## src/rtl/apb_initiator.sv

```systemverilog
// apb_initiator: single-outstanding APB master with wait-state timeout and held response
module apb_initiator #(
    parameter int TIMEOUT = 256
) (
    input  logic        clock,
    input  logic        reset,
    input  logic        req_valid,
    output logic        req_ready,
    input  logic        req_write,
    input  logic [31:0] req_addr,
    input  logic [31:0] req_wdata,
    input  logic [3:0]  req_wstrb,
    input  logic [2:0]  req_prot,
    output logic        rsp_valid,
    input  logic        rsp_ready,
    output logic [31:0] rsp_rdata,
    output logic        rsp_err,
    output logic        rsp_timeout,
    output logic        out_psel,
    output logic        out_penable,
    output logic        out_pwrite,
    output logic [31:0] out_paddr,
    output logic [31:0] out_pwdata,
    output logic [3:0]  out_pstrb,
    output logic [2:0]  out_pprot,
    input  logic        out_pready,
    input  logic        out_pslverr,
    input  logic [31:0] out_prdata
);
    typedef enum logic [1:0] {IDLE, SETUP, ACCESS, RESP} state_t;
    localparam bit HAS_TIMEOUT = TIMEOUT != 0;
    localparam logic [15:0] LAST_WAIT = 16'(TIMEOUT == 0 ? 0 : TIMEOUT - 1);
    state_t state;
    logic [15:0] wait_cnt;
    // Only IDLE accepts, and never while reset is being applied
    assign req_ready = state == IDLE && !reset;
    // Transfer sequencer; APB and response outputs are all registered here
    always_ff @(posedge clock) begin
        if (reset) begin
            state       <= IDLE;
            wait_cnt    <= '0;
            out_psel    <= 1'b0;
            out_penable <= 1'b0;
            out_pwrite  <= 1'b0;
            out_paddr   <= '0;
            out_pwdata  <= '0;
            out_pstrb   <= '0;
            out_pprot   <= '0;
            rsp_valid   <= 1'b0;
            rsp_rdata   <= '0;
            rsp_err     <= 1'b0;
            rsp_timeout <= 1'b0;
        end else begin
            case (state)
                IDLE: if (req_valid) begin
                    out_psel   <= 1'b1;
                    out_pwrite <= req_write;
                    out_paddr  <= req_addr;
                    out_pprot  <= req_prot;
                    out_pwdata <= req_write ? req_wdata : '0;
                    out_pstrb  <= req_write ? req_wstrb : '0;
                    state      <= SETUP;
                end
                SETUP: begin
                    out_penable <= 1'b1;
                    wait_cnt    <= '0;
                    state       <= ACCESS;
                end
                ACCESS: if (out_pready) begin
                    out_psel    <= 1'b0;
                    out_penable <= 1'b0;
                    rsp_valid   <= 1'b1;
                    rsp_rdata   <= out_pwrite ? '0 : out_prdata;
                    rsp_err     <= out_pslverr;
                    rsp_timeout <= 1'b0;
                    state       <= RESP;
                end else if (HAS_TIMEOUT && wait_cnt == LAST_WAIT) begin
                    out_psel    <= 1'b0;
                    out_penable <= 1'b0;
                    rsp_valid   <= 1'b1;
                    rsp_rdata   <= '0;
                    rsp_err     <= 1'b1;
                    rsp_timeout <= 1'b1;
                    state       <= RESP;
                end else if (wait_cnt != '1) begin
                    wait_cnt <= wait_cnt + 16'd1;
                end
                RESP: if (rsp_ready) begin
                    rsp_valid <= 1'b0;
                    state     <= IDLE;
                end
                default: state <= IDLE;
            endcase
        end
    end
endmodule

```

## config.mk

```make
export PLATFORM = sky130hd
export DESIGN_NAME = apb_initiator
export DESIGN_NICKNAME = d
export VERILOG_FILES = /design/src/rtl/apb_initiator.sv
export SDC_FILE = /design/constraint.sdc
export NUM_CORES = 1
export LEC_CHECK = 0
export ABC_AREA = 1
export CAP_MARGIN = 20
export CORE_MARGIN = 2
export CORE_UTILIZATION = 35
export DETAILED_ROUTE_END_ITERATION = 10
export PLACE_DENSITY_LB_ADDON = 0.05
export SYNTH_ARGS = -nofsm -noshare
export SYNTH_HDL_FRONTEND = slang
export SYNTH_SLANG_ARGS = --single-unit
export TNS_END_PERCENT = 5
```

## constraint.sdc

```tcl
create_clock -name clock -period 2 [get_ports clock]
set_input_delay 0.3 -clock clock [delete_from_list [all_inputs] [get_ports clock]]
set_output_delay 0.3 -clock clock [all_outputs]
set_load 0.005 [all_outputs]
```

======== After elaboration in Yosys (flattened, before gate mapping) ========
Cells that the tools add are included.
operators by class
  add/subtract/negate cells ............... 1
  equality and inequality tests ........... 11
  muxes and demuxes ....................... 25
  reductions and logical operators ........ 14
operators by type and width
  cell                                                               count
  32-bit 2-to-1 mux                                                  4
  16-bit 2-to-1 mux                                                  3
  16-bit one-hot mux with 2 select lines                             1
  16-bit by 1-bit adder with 16-bit output (second input constant)   1
  16-bit by 8-bit == test with 1-bit output (second input constant)  1
  16-bit != test (second input constant)                             1
  2-bit != test (second input constant)                              5
  3-bit AND reduction                                                3
  1-bit 2-to-1 mux                                                   8
  2-bit 2-to-1 mux                                                   4
  2-bit one-hot mux with 4 select lines                              1
  2-bit nonzero test                                                 4
  1-bit one-hot mux with 2 select lines                              3
  2-bit AND reduction                                                3
  2-bit == test (second input constant)                              2
  4-bit 2-to-1 mux                                                   1
  4-bit AND reduction                                                1
  3-bit != test (second input constant)                              1
  2-bit by 1-bit == test with 1-bit output (second input constant)   1
  2-bit logical NOT                                                  1
  1-bit logical AND                                                  1
  1-bit logical NOT                                                  1
storage, ports and cells
  bits in registers ....................... 127
  output and inout bits ................... 110
  word-level logic and storage cells ...... 64

======== Logic depth before layout (Yosys ltp) ========
  word-level depth ........................ 5
  gate-level depth with buffers ........... 11
  mapped depth without buffers ............ 11

======== Worst setup path before layout ========
No wires, ideal clock.
  path kind ............................... flip-flop to flip-flop
  from .................................... register state[0]
  to ...................................... register wait_cnt[9]
  setup time .............................. 0.112 ns
  data arrival time ....................... 1.514 ns
  required time ........................... 1.888 ns
  setup slack ............................. 0.374 ns
  stages on the path, launching flop included .. 12
  buffers on the path ..................... 2
  path through ............................ dfxtp_1 inv_1 ha_1 buf_4 or2_1 nand2_1 inv_2 nand3_2 buf_6 nor2_1 nor2_1 nor2_1
between the ends
  cells in the longest elaborated chain, start to end .. 3
RTL lines
  what                                                                              line  source
  from (decl)                                                                       33    state_t state;
  from (signal assigned)                                                            40    state <= IDLE;
  from (signal assigned)                                                            62    state <= SETUP;
  from (signal assigned)                                                            67    state <= ACCESS;
  2-bit == test / 2-bit by 1-bit == test with 1-bit output (equally long branches)  54    case (state)
  2-bit != test (no line) / 2-bit nonzero test (equally long branches)              --
  4-bit AND reduction (no line)                                                     --
  to (signal assigned)                                                              86    wait_cnt <= wait_cnt + 16'd1;
  to (decl)                                                                         34    logic [15:0] wait_cnt;
Parallel ways exist; a longest one is shown, timed or not.
A chain may end at the register's enable or synchronous reset.

======== Worst setup path in the final report ========
  from .................................... register state[0]
  to ...................................... register wait_cnt[15]
Same word-level chain as after synthesis.

==> metrics.md <==
| Metric | Value |
|---|---|
| Overall power | 0.009210 W |
| FILL cells | 1340 |
| Worst-path clk slew | 60 ps |
| DPL Wire Length | 11180 microns |
| Number of flops mapped to enable cells by yosys | 0 |
| Sequential power share | 0.355 |
| Global-route wire length before repair | 25810 microns |
| CTS H-Tree Depth | 4 |
| Worst slew margin | 0.7286 |
| Row Count | 44 |
| Cell at the slowest stage of the critical path | dfxtp_1 |
| Total GRT Usage | 0.2037 |
| Clock Tree Root | clkbuf_16 |
| Register area share after synthesis | 0.4939 |
| Largest net degree at the start of global routing | 79 |
| Power Internal | 0.006336 W |
| CP top delay family | simple AND/OR/NAND/NOR gates |
| RSZ-0062 raised after global routing | false |
| R2r endpoint | wait_cnt[15] |
| IO Pins | 220 |
| Antenna diodes | 0 |
| Commonest non-fill, non-tap cell in the layout | clkdlybuf4s50_1 |
| Final Hold Viols | 0 |
| Synth Warn # | 0 |
| Later-pin clock latency in the skew report | 420 ps |
| Crit path depth | 8 |
| Setup Buffers After CTS | 0 |
| CP Class | reg2reg |
| Worst hold-check path type | in2reg |
| Count of unique library cells instantiated by Yosys | 27 |
| Layout cells sized above 1 | 0.06922 |
| Max Root-Sink Buffers | 2 |
| TritonRoute pass-1 iters | 5 |
| Antenna viol nets, final | 0 |
| Psw | 0.002874 W |
| Core Area | 14420 sq um |
| Worst Path Arrival | 2140 ps |
| Critical path launch point | state[0] |
| Initial antenna violation count | 1 |
| Sequential Area | 2542 sq um |
| Post-synthesis average cell area | 7.189 sq um |
| Crit Path Max Fanout | 20 |
| FMAX | 557.2 MHz |
| Clk pwr share | 0.333 |
| Via Count | 5294 |
| Commonest register cell after synthesis | dfxtp_1 |
| Worst vdd ir | 670.9 uV |
| IO buf count | 219 |
| CTS buffer count | 17 |
| Post-synth ARST share | 0 |
| Remaining Overflow, GRT | 0 |
| Die Y | 125.3 microns |
| Pwr Density | 1135 nW/um^2 |
| Comb power frac | 0.312 |
| Worst R2R Setup Slack | 210 ps |
| Worst-Margin Slew | 406.7 ps |
| Crit-path cells | inv_2, ha_1, buf_4, nand3_2, nand3_2, nand2_1, nand2_1, nor2_1 |
| Footprint of the multi-input gates | 2253 sq um |
| Die Footprint | 15690 sq um |
| Crit path time final | 1795 ps |
| Setup Viol. Count Final | 0 |
| LEAKAGE | 3.068 nW |
| FF-to-FF path depth | 8 |
| Hold WS | 407.4 ps |
| Number of synthesized register bits | 127 |
| CTS tree | done |
| Crit path capture type | flop |
| Drt total wl | 15730 microns |
| Setup crit end | wait_cnt[15] |
| Synthesized area | 5147 sq um |
| Net Sw Frac | 0.3120 |
| Mapped Nets | 832 |
| Period Utilization, post-route | 0.8973 |
| Sink Count | 127 |
| Worst EP required | 2350 ps |
| Initial core utilization | 0.3569 |
| Critical Path Start Type | flop |
| Setup TNS | 0 ps |
| Average wire per standard cell | 14.01 microns |
| Reg2reg start | state[0] |
| Iteration-0 DRC Markers | 295 |
| Most frequent cells in the layout | clkdlybuf4s50_1 (217), nand2_1 (215), dfxtp_1 (127) |
| Via density | 4.714 |
| GPL Wtd Cong | 0.8379 |
| Max-cap check violation count | 0 |
| Buf/Inv on CP | 2 |
| Clk_skew | 7.187 ps |
| Max-slew violations | 0 |
| Syn Inst Count | 716 |
| Die Width | 125.3 microns |
| Vias in the first global route | 5192 |
| Area growth from synthesis to final layout | 57.58% |
| CP max stage delay | 380 ps |
| Fin nets | 1042 |
| DRC | 0 |
| Final core utilization | 0.5624 |
| Outcome | completed |
synthesized netlist by cell type, types with 6 or more instances:
library cell / count / share of area
a21oi_1: 84 / 0.082
buf_2: 10 / 0.0097
buf_6: 6 / 0.013
clkbuf_1: 20 / 0.015
dfxtp_1: 127 / 0.49
ha_1: 6 / 0.015
inv_1: 36 / 0.026
nand2_1: 216 / 0.16
nand3_1: 11 / 0.011
nand4_1: 13 / 0.016
nor2_1: 118 / 0.086
o21ai_0: 43 / 0.042
routing by layer:
| metal | track usage | part of all wire |
|---|---|---|
| met5 | 0 | 0.00064 |
| met4 | 0.08889 | 0.025 |
| met3 | 0.08986 | 0.095 |
| met2 | 0.3328 | 0.47 |
| met1 | 0.2312 | 0.41 |
cell type report:
type                       instances  area share
timing repair buffer             232      0.2892
multi-input combinational        509      0.2778
clock buffer                      21     0.05923
tap                              184     0.02838
sequential                       127      0.3134
inverter                          39     0.01805
clock inverter                    11     0.01388
stage by stage:
stage | std cells | setup WS, ps | cell area [sq um]
after detailed placement | 1091 | 124.4 | 7515
after CTS | 1123 | 211.5 | 8112
after floorplan | 716 | 374.4 | 5147
after global placement | 1091 | 196.5 | 7515
final | 1123 | 205.4 | 8112
after global routing | 1123 | 32.21 | 8112
power by group through the flow:
stage / Sequential, W / Clock (W) / Combinational [W]
floorplan: 0.00331 / 0 / 0.00151
global placement: 0.00330 / 0 / 0.00284
detailed placement: 0.00332 / 0 / 0.00289
CTS: 0.00328 / 0.00313 / 0.00290
global route: 0.00334 / 0.00328 / 0.00321
finish: 0.00327 / 0.00307 / 0.00287
flip-flops by register name (all words and copies together), names as in the netlist:
register     cells
out_pprot        3
rsp_valid        1
out_psel         1
wait_cnt        16
out_penable      1
state            2
out_pstrb        4
out_pwrite       1
rsp_rdata       32
out_paddr       32
rsp_err          1
out_pwdata      32
rsp_timeout      1
what timing repair did:
item                       in CTS  in global routing
hold buffers                    0                  0
gates resized for setup         5                  0
setup endpoints to repair       1                  0
how the worst min path moves through the flow:
stage                     depth (start not counted)            to  slack [ps]         from
final                                             3   wait_cnt[8]         410        reset
after global routing                              3   wait_cnt[8]         410        reset
after CTS                                         3  rsp_rdata[9]         410        reset
after detailed placement                          2       rsp_err         450      rsp_err
after global placement                            2       rsp_err         450      rsp_err
after floorplan                                   2   rsp_timeout         440  rsp_timeout
worst register-to-register path, stage by stage, from the launching register on:
cell and delay [ps]:
dfxtp_1 380, inv_2 80, ha_1 240, buf_4 210
nand3_2 100, nand3_2 340, nand2_1 190, nand2_1 70
nor2_1 130
cells by family (layout without fill, tap and decap cells):
group	after synthesis	count (layout)	synth area share
buf+inv	80	303	0.07025
simple gates	372	372	0.2914
compound gates	131	131	0.1298
flops	127	127	0.4939
fa+ha+maj	6	6	0.01458
Note: power is estimated with default switching activity, not from simulation.
